## src/rtl/alu_cmd_sequencer_if.sv

```systemverilog
// Bundle between the ALU command sequencer, its operand producer and the ALU.
// The master side feeds operands and control; the slave side is the sequencer.
interface alu_cmd_sequencer_if #(
   parameter int N     = 16,
   parameter int DEPTH = 8
);
   localparam int LW = $clog2(DEPTH) + 1;

   logic          push_valid;
   logic          push_ready;
   logic [4:0]    push_cmd;
   logic [N-1:0]  push_a;
   logic [N-1:0]  push_b;
   logic          start;
   logic          halt_on_err;
   logic          alu_err;
   logic [N-1:0]  A;
   logic [N-1:0]  B;
   logic [4:0]    CMD;
   logic          alu_rst;
   logic          noOp;
   logic          busy;
   logic          done;
   logic          aborted;
   logic [7:0]    err_count;
   logic [LW-1:0] level;

   modport master (
      output push_valid, push_cmd, push_a, push_b, start, halt_on_err, alu_err,
      input  push_ready, A, B, CMD, alu_rst, noOp, busy, done, aborted, err_count, level
   );

   modport slave (
      input  push_valid, push_cmd, push_a, push_b, start, halt_on_err, alu_err,
      output push_ready, A, B, CMD, alu_rst, noOp, busy, done, aborted, err_count, level
   );
endinterface

```

## src/rtl/alu_cmd_sequencer.sv

```systemverilog
// Buffers (CMD, A, B) triples and, on start, clears the ALU and issues one
// buffered operation per clock, counting ALU errors and optionally aborting.
module alu_cmd_sequencer #(
   parameter int N     = 16,
   parameter int DEPTH = 8,
   parameter int DRAIN = 2
) (
   input  logic CLK,
   input  logic RST,
   alu_cmd_sequencer_if.slave bus
);
   localparam int AW = $clog2(DEPTH);
   localparam int CW = (DRAIN > 1) ? $clog2(DRAIN) : 1;
   localparam logic [CW-1:0] DRAIN_LOAD = CW'((DRAIN > 0) ? DRAIN - 1 : 0);

   localparam logic [2:0] S_IDLE  = 3'd0;
   localparam logic [2:0] S_CLEAR = 3'd1;
   localparam logic [2:0] S_RUN   = 3'd2;
   localparam logic [2:0] S_DRAIN = 3'd3;
   localparam logic [2:0] S_DONE  = 3'd4;

   logic [2*N+4:0] mem [DEPTH];
   logic [AW:0]    wptr_reg, rptr_reg;
   logic [2:0]     state_reg, state_next;
   logic [N-1:0]   a_reg, a_next, b_reg, b_next;
   logic [4:0]     cmd_reg, cmd_next;
   logic           alu_rst_reg, alu_rst_next;
   logic           noop_reg, noop_next;
   logic           busy_reg, busy_next;
   logic           done_reg, done_next;
   logic           aborted_reg, aborted_next;
   logic [7:0]     err_reg, err_next;
   logic [CW-1:0]  cnt_reg, cnt_next;
   logic           empty, full, push_fire, pop, flush, halt;
   logic [2*N+4:0] head;

   assign empty     = (wptr_reg == rptr_reg);
   assign full      = (wptr_reg[AW] != rptr_reg[AW]) && (wptr_reg[AW-1:0] == rptr_reg[AW-1:0]);
   assign push_fire = bus.push_valid && !full;
   assign head      = mem[rptr_reg[AW-1:0]];

   always_ff @(posedge CLK) begin
      if (push_fire) mem[wptr_reg[AW-1:0]] <= {bus.push_cmd, bus.push_a, bus.push_b};
   end

   always_ff @(posedge CLK or negedge RST) begin
      if (!RST) begin
         wptr_reg <= '0;
         rptr_reg <= '0;
      end else begin
         if (push_fire) wptr_reg <= wptr_reg + (AW+1)'(1);
         if (flush)     rptr_reg <= wptr_reg;
         else if (pop)  rptr_reg <= rptr_reg + (AW+1)'(1);
      end
   end

   // Outputs are computed for the state being entered, so the first pop lands
   // on the edge leaving CLEAR and each following RUN edge pops the next head.
   always_comb begin
      state_next   = state_reg;
      a_next       = a_reg;
      b_next       = b_reg;
      cmd_next     = cmd_reg;
      alu_rst_next = 1'b0;
      noop_next    = 1'b1;
      done_next    = 1'b0;
      aborted_next = aborted_reg;
      err_next     = err_reg;
      cnt_next     = cnt_reg;
      pop          = 1'b0;
      flush        = 1'b0;
      halt         = 1'b0;
      if ((state_reg == S_RUN || state_reg == S_DRAIN) && bus.alu_err) begin
         if (err_reg != 8'hFF) err_next = err_reg + 8'd1;
         halt = bus.halt_on_err;
      end
      case (state_reg)
         S_IDLE: begin
            if (bus.start) begin
               state_next   = S_CLEAR;
               alu_rst_next = 1'b1;
               noop_next    = 1'b0;
               a_next       = '0;
               b_next       = '0;
               cmd_next     = '0;
               err_next     = '0;
               aborted_next = 1'b0;
            end
         end
         S_CLEAR, S_RUN: begin
            if (halt) begin
               flush        = 1'b1;
               aborted_next = 1'b1;
               done_next    = 1'b1;
               state_next   = S_DONE;
            end else if (state_reg == S_RUN && noop_reg) begin
               // The empty RUN cycle just shown ends the batch.
               if (DRAIN == 0) begin
                  state_next = S_DONE;
                  done_next  = 1'b1;
               end else begin
                  state_next = S_DRAIN;
                  cnt_next   = DRAIN_LOAD;
               end
            end else begin
               state_next = S_RUN;
               if (!empty) begin
                  pop                        = 1'b1;
                  {cmd_next, a_next, b_next} = head;
                  noop_next                  = 1'b0;
               end
            end
         end
         S_DRAIN: begin
            if (halt) begin
               flush        = 1'b1;
               aborted_next = 1'b1;
               done_next    = 1'b1;
               state_next   = S_DONE;
            end else if (cnt_reg == '0) begin
               done_next  = 1'b1;
               state_next = S_DONE;
            end else begin
               cnt_next = cnt_reg - CW'(1);
            end
         end
         default: state_next = S_IDLE;
      endcase
      busy_next = (state_next != S_IDLE);
   end

   always_ff @(posedge CLK or negedge RST) begin
      if (!RST) begin
         state_reg   <= S_IDLE;
         a_reg       <= '0;
         b_reg       <= '0;
         cmd_reg     <= '0;
         alu_rst_reg <= 1'b0;
         noop_reg    <= 1'b1;
         busy_reg    <= 1'b0;
         done_reg    <= 1'b0;
         aborted_reg <= 1'b0;
         err_reg     <= '0;
         cnt_reg     <= '0;
      end else begin
         state_reg   <= state_next;
         a_reg       <= a_next;
         b_reg       <= b_next;
         cmd_reg     <= cmd_next;
         alu_rst_reg <= alu_rst_next;
         noop_reg    <= noop_next;
         busy_reg    <= busy_next;
         done_reg    <= done_next;
         aborted_reg <= aborted_next;
         err_reg     <= err_next;
         cnt_reg     <= cnt_next;
      end
   end

   assign bus.push_ready = !full;
   assign bus.level      = wptr_reg - rptr_reg;
   assign bus.A          = a_reg;
   assign bus.B          = b_reg;
   assign bus.CMD        = cmd_reg;
   assign bus.alu_rst    = alu_rst_reg;
   assign bus.noOp       = noop_reg;
   assign bus.busy       = busy_reg;
   assign bus.done       = done_reg;
   assign bus.aborted    = aborted_reg;
   assign bus.err_count  = err_reg;
endmodule
```

## src/flat_wrapper.sv

```systemverilog
// flat-port wrapper written by rule: the top's interface ports become plain ports
module alu_cmd_sequencer_flat 
#(
   parameter int N     = 16,
   parameter int DEPTH = 8,
   parameter int DRAIN = 2
)
  (CLK, RST, bus_push_valid, bus_push_cmd, bus_push_a, bus_push_b, bus_start, bus_halt_on_err, bus_alu_err, bus_push_ready, bus_A, bus_B, bus_CMD, bus_alu_rst, bus_noOp, bus_busy, bus_done, bus_aborted, bus_err_count, bus_level);
  alu_cmd_sequencer_if #(.N(N), .DEPTH(DEPTH)) bus_i ();
  input  logic CLK;
  input  logic RST;
  input wire logic [$bits(bus_i.push_valid)-1:0] bus_push_valid;
  input wire logic [$bits(bus_i.push_cmd)-1:0] bus_push_cmd;
  input wire logic [$bits(bus_i.push_a)-1:0] bus_push_a;
  input wire logic [$bits(bus_i.push_b)-1:0] bus_push_b;
  input wire logic [$bits(bus_i.start)-1:0] bus_start;
  input wire logic [$bits(bus_i.halt_on_err)-1:0] bus_halt_on_err;
  input wire logic [$bits(bus_i.alu_err)-1:0] bus_alu_err;
  output wire logic [$bits(bus_i.push_ready)-1:0] bus_push_ready;
  output wire logic [$bits(bus_i.A)-1:0] bus_A;
  output wire logic [$bits(bus_i.B)-1:0] bus_B;
  output wire logic [$bits(bus_i.CMD)-1:0] bus_CMD;
  output wire logic [$bits(bus_i.alu_rst)-1:0] bus_alu_rst;
  output wire logic [$bits(bus_i.noOp)-1:0] bus_noOp;
  output wire logic [$bits(bus_i.busy)-1:0] bus_busy;
  output wire logic [$bits(bus_i.done)-1:0] bus_done;
  output wire logic [$bits(bus_i.aborted)-1:0] bus_aborted;
  output wire logic [$bits(bus_i.err_count)-1:0] bus_err_count;
  output wire logic [$bits(bus_i.level)-1:0] bus_level;
  assign bus_i.push_valid = bus_push_valid;
  assign bus_i.push_cmd = bus_push_cmd;
  assign bus_i.push_a = bus_push_a;
  assign bus_i.push_b = bus_push_b;
  assign bus_i.start = bus_start;
  assign bus_i.halt_on_err = bus_halt_on_err;
  assign bus_i.alu_err = bus_alu_err;
  assign bus_push_ready = bus_i.push_ready;
  assign bus_A = bus_i.A;
  assign bus_B = bus_i.B;
  assign bus_CMD = bus_i.CMD;
  assign bus_alu_rst = bus_i.alu_rst;
  assign bus_noOp = bus_i.noOp;
  assign bus_busy = bus_i.busy;
  assign bus_done = bus_i.done;
  assign bus_aborted = bus_i.aborted;
  assign bus_err_count = bus_i.err_count;
  assign bus_level = bus_i.level;
  alu_cmd_sequencer #(.N(N), .DEPTH(DEPTH), .DRAIN(DRAIN)) u_core (.CLK(CLK), .RST(RST), .bus(bus_i));
endmodule
```

## config.mk

```make
export PLATFORM = sky130hd
export DESIGN_NAME = alu_cmd_sequencer_flat
export DESIGN_NICKNAME = d
export VERILOG_FILES = /design/src/rtl/alu_cmd_sequencer_if.sv /design/src/rtl/alu_cmd_sequencer.sv /design/src/flat_wrapper.sv
export SDC_FILE = /design/constraint.sdc
export NUM_CORES = 1
export LEC_CHECK = 0
export CAP_MARGIN = 25
export CORE_ASPECT_RATIO = 1.5
export CORE_MARGIN = 4
export CORE_UTILIZATION = 40
export DETAILED_ROUTE_END_ITERATION = 8
export GPL_ROUTABILITY_DRIVEN = 0
export GPL_TIMING_DRIVEN = 0
export REMOVE_ABC_BUFFERS = 1
export SYNTH_ARGS = -nofsm -noshare
export SYNTH_HDL_FRONTEND = slang
export SYNTH_SLANG_ARGS = --single-unit
```

## constraint.sdc

```tcl
create_clock -name CLK -period 10.2 [get_ports CLK]
set_input_delay 1.53 -clock CLK [delete_from_list [all_inputs] [get_ports CLK]]
set_output_delay 1.53 -clock CLK [all_outputs]
set_load 0.01 [all_outputs]
```

---- Yosys cells after proc, flatten, opt, wreduce, memory -nomap -nowiden ----
Memories as Yosys holds them, arrays and structs flattened.
Index checks and enable logic that the tools add are counted.
cells by class
  shifts and indexed selects .............. 0
  multiplexer cells ....................... 53
  bitwise operators ....................... 0
  $mul .................................... 0
  div/mod/pow operators ................... 0
  $add $sub $neg .......................... 5
  equal/unequal tests ..................... 14
  reductions and logical operators ........ 17
  magnitude comparators ................... 0
operators by type and width
  kind                 number
  $mux 16              7
  $pmux 16 s2          2
  $mux 8               4
  $mux 1               24
  $mux 5               4
  $mux 3               4
  $ne 2x2->1 const B   5
  $pmux 5 s2           1
  $pmux 3 s3           1
  $add 4x1->4 const B  2
  $add 8x1->8 const B  1
  $mux 4               2
  $ne 8x8->1 const B   1
  $pmux 1 s2           4
  $reduce_bool 2->1    4
  $eq 3x2->1 const B   2
  $reduce_and 5->1     1
  $eq 4x4->1           1
  $logic_and 1x1->1    4
  $ne 2x1->1 const B   2
  $reduce_and 4->1     1
  $sub 4x4->4          1
  $eq 3x1->1 const B   1
  $eq 3x3->1           1
  9 further kinds      9
storage, ports and cells
  word-level logic and storage cells ...... 103
  memories ................................ 1
  register bits ........................... 62
  output and inout bits ................... 55
  bits of input ports ..................... 43
  bits in latches ......................... 0
  bits in writable memories ............... 296
  memory bits (read-only) ................. 0
memory list
  name        words  width  read ports  clocked after Yosys merged registers in  wr ports  line                     RTL
  u_core.mem  8      37     1           0                                        1         alu_cmd_sequencer.sv:22  logic [2*N+4:0] mem [DEPTH];

---- Logic depth before layout (Yosys ltp) ----
  word-level depth ........................ 8
  mapped depth ............................ 11
  gate-level depth less buffers ........... 6

---- Least setup slack after synthesis ----
OpenSTA, ideal clock, no wires.
  kind .................................... register -> register
  start ................................... register u_core.rptr_reg[1]
  end ..................................... memory u_core.mem[0][0] (netlist bit) (enable)
  setup slack ............................. 4902 ps
  data arrival time ....................... 4820 ps
  clock period less this slack ............ 5298 ps
  setup time .............................. 477 ps
  path buffers ............................ 3
  cell stages (with the launch flop) ...... 10
  required time ........................... 9723 ps
  cells stage by stage .................... dfrtp_1 clkbuf_1 buf_2 buf_1 inv_1 ha_1 and3_1 a21boi_0 nand2_1 nor3_1
on the way
  word-level cells in the longest chain between the ends .. 6
ends and longest elaborated chain
  what                          line                     RTL
  start, declared               alu_cmd_sequencer.sv:23  logic [AW:0] wptr_reg, rptr_reg;
  start signal, assigned        alu_cmd_sequencer.sv:52  if (flush) rptr_reg <= wptr_reg;
  start signal, assigned        alu_cmd_sequencer.sv:53  else if (pop) rptr_reg <= rptr_reg + (AW+1)'(1);
  $eq 3x3->1                    alu_cmd_sequencer.sv:38  assign full = (wptr_reg[AW] != rptr_reg[AW]) && (wptr_reg[AW-1:0] == rptr_reg[AW-1:0]);
  $logic_and 1x1->1             alu_cmd_sequencer.sv:38
  $logic_not 1->1               alu_cmd_sequencer.sv:39  assign push_fire = bus.push_valid && !full;
  $logic_and 1x1->1             alu_cmd_sequencer.sv:39
  $mux 1                        alu_cmd_sequencer.sv:43  if (push_fire) mem[wptr_reg[AW-1:0]] <= {bus.push_cmd, bus.push_a, bus.push_b};
  $mux 1 (implied by the code)  alu_cmd_sequencer.sv:43
  end, declared                 alu_cmd_sequencer.sv:22
Every way passes these cells.

---- Worst setup path in the final report ----
  start ................................... register u_core.rptr_reg[2]
  end ..................................... output bus_level[3]
on the way
  word-level cells in the longest chain between the ends .. 1
ends and longest elaborated chain
  what           line                      RTL
  $sub 4x4->4    alu_cmd_sequencer.sv:161  assign bus.level = wptr_reg - rptr_reg;
  end, declared  flat_wrapper.sv:29        output wire logic [$bits(bus_i.level)-1:0] bus_level;
Every way passes these cells.

==> impl_results.md <==
* Crit path required time at 8670 ps
* DR vias at 6,995
* Worst R2R Setup Slack at 5890 ps
* Max IR drop VDD at 0.175 mV
* Vias in the first global route at 7,543
* Max FO, Critical Path at 29
* Share of the synthesized area in the top cell type at 64.1%
* Post-CTS Setup Inserts at 0
* Max_slew headroom at 41.0%
* Area post-placement at 15,700 um2
* Final non-filler cell total at 1,318
* F_max at 0.212 GHz
* Fin area at 16,800 um2
* Layout Nets at 917
* Drt drc at 0
* R2R cell count at 10
* Share of cells above drive strength 1 at 18.9%
* Type of origin of the critical path: flop
* Initial antenna violation count at 1
* Hold_ws at 506 ps
* Cell count after synthesis at 748
* Synth cell types at 49
* Min setup slack post-route at 5490 ps
* Row Count at 83
* DR WL/cell at 22.0 um
* Setup CP Type: reg -> out
* FFs w/ async S/R, synth at 17.3%
* Setup violators final at 0
* Syn avg cell area at 18.5 um2
* Crit path time final at 4710 ps
* Post-route antenna net violation count at 0
* Max-cap viol count at 0
* Area Growth Syn to Fin at 21.4%
* R2R Path Start: u_core.rptr_reg[2]$_DFFE_PN0P_
* Die area at 37,800 um2
* Post-Place Worst Slack at 5840 ps
* Hold Crit Class: reg -> reg
* Initial Utilization at 40.5%
* Initial DRC Count at 435
* Hold Violations, Final at 0
* Post_cts resized at 0
* Top cells by area, synth: edfxtp_1 (64%), mux4_2 (12%), dfrtp_1 (11%), nand2_1 (3.5%), a22o_1 (2.3%)
* Gr ovfl total at 0
* Largest net degree at the start of global routing at 53
* First-pass GRT wire length at 45,500 um
* Finished Core Util at 49.1%
* Gr usage total at 15.6%
* Number of synthesized flops with an enable pin at 296
* P per Cell Area at 292 nW/um2
* Max Transition Viols Final at 0
* Worst slew pin tran at 880 ps
* Max clock buf depth at 3
* HP Start: u_core.bus.B[12]$_DFFE_PN0P_
* DP HPWL at 17,400 um
* Worst skew pair latency at 510 ps
* Count of clock tree sinks at 358
* Post-synthesis sequential area ratio at 75.3%
* Width of the die at 160 um
* Number of flip-flops in the largest register at 296
* Worst path arrival time at 3180 ps
* Register bit count reported by yosys at 358
* Root Buffer: clkbuf_16
* CTS tree: yes
* Reg clk slew, reported paths at 60 ps
* Hold Buf Count CTS at 0
* Final period utilization at 46.2%
* I/O pin cnt at 98
* R2r endpoint: u_core.mem[1][14]$_DFFE_PP_
* Worst setup EP type: output pin
* Worst Hold Depth at 1
* Fillers at 2,804
* Port Buf Inserts at 97
* DR vias/cell at 5.31
* N_diodes at 0
* Leakage power at 5.87 nW
* Core area at 34,300 um2
* Synth warnings at 0
* Post-route clock skew at 10.5 ps
* Fin Setup TNS at 0 ps
* RSZ-0062 raised after global routing: false
* Final Total Pwr at 4.91 mW
* Outcome: complete, no violations
* H-tree depth at 2
* Area leader, netlist: edfxtp_1
* Drt pass-1 iters at 6
* Cell total after placement at 1,255
* End of the worst hold path: u_core.bus.B[12]$_DFFE_PN0P_
* Detailed Route WL at 29,000 um
* Die Ht at 236 um
* Synth Flop Type: edfxtp_1
* Post-Syn Area at 13,900 um2
* TritonCTS Buffers at 35
[layer usage]
metal	part of all wire, %	global-route usage [%]	vias to the layer above
li1	-	-	3170
met1	42	20.2	3645
met5	0.069	0	-
met2	52	27.4	141
met3	3.9	2.85	37
met4	1.9	3.91	2
[worst max-delay path, stage by stage (launching register included)]
cell and delay, ps:
dfrtp_2 530, buf_12 230, inv_2 410, buf_12 260, ha_1 300, a21oi_1 180, xnor2_1 150, clkdlybuf4s50_1 570
[cell families (layout without fill, tap and decap cells)]
logic type                 after synthesis  after routing  synth area share (%)
AOI/OAI and AO/OA                       69             69                  4.04
xor gates and xnor gates                 9              9                 0.568
adders and majority gates                7              7                 0.686
buffers and inverters                   52            197                  1.72
DFF                                    358            358                  75.3
muxes                                   79             79                  12.4
and+or+nand+nor                        174            174                  5.30
[worst max-delay path by stage]
stage               slack, ps                           to  cells past startpoint                           start
global route             5300                 bus_level[3]                      7  u_core.rptr_reg[2]$_DFFE_PN0P_
finish                   5490                 bus_level[3]                      7  u_core.rptr_reg[2]$_DFFE_PN0P_
global placement        -1690  u_core.mem[0][12]$_DFFE_PP_                      5  u_core.rptr_reg[0]$_DFFE_PN0P_
floorplan                2900   u_core.mem[0][0]$_DFFE_PP_                      5  u_core.rptr_reg[0]$_DFFE_PN0P_
detailed placement       5840  u_core.mem[1][12]$_DFFE_PP_                     10  u_core.rptr_reg[2]$_DFFE_PN0P_
CTS                      5410                 bus_level[3]                      7  u_core.rptr_reg[2]$_DFFE_PN0P_
[cells in the mapped netlist (all sizes together), types with 7 or more instances]
library cell	number
a21oi	8
a22o	37
buf	19
clkbuf	21
dfrtp	61
edfxtp	296
inv	12
mux4	74
nand2	128
nor2	15
nor3	7
xnor2	8
[final cells by class]
class | count | area (um2) | share of cell area (%)
tap | 425 | 532 | 3.16
timing repair buffer | 122 | 1420 | 8.41
inverter | 12 | 45.0 | 0.268
clock inverter | 15 | 155 | 0.922
clock buffer | 48 | 977 | 5.80
sequential | 358 | 10500 | 62.1
multi-input combinational | 338 | 3260 | 19.4
[where the power goes]
part / switching, mW / internal (mW) / total [mW]
sequential: 0.173 / 1.87 / 2.04
clock: 0.528 / 0.750 / 1.28
combinational: 0.795 / 0.796 / 1.59
[cell usage in the layout, fill, tap and decap left out, drive strengths merged, types with 6 or more instances in the layout]
master | netlist | final
a211oi | 6 | 6
clkbuf | 21 | 48
xnor2 | 8 | 8
dfrtp | 61 | 61
edfxtp | 296 | 296
nand3 | 6 | 6
mux4 | 74 | 74
nor2 | 15 | 15
nor3 | 7 | 7
clkdlybuf4s50 | 0 | 96
clkinv | 0 | 11
ha | 6 | 6
a21oi | 8 | 8
a22o | 37 | 37
nand2 | 128 | 128
inv | 12 | 12
buf | 19 | 26
(Power assumes the default switching activity.)
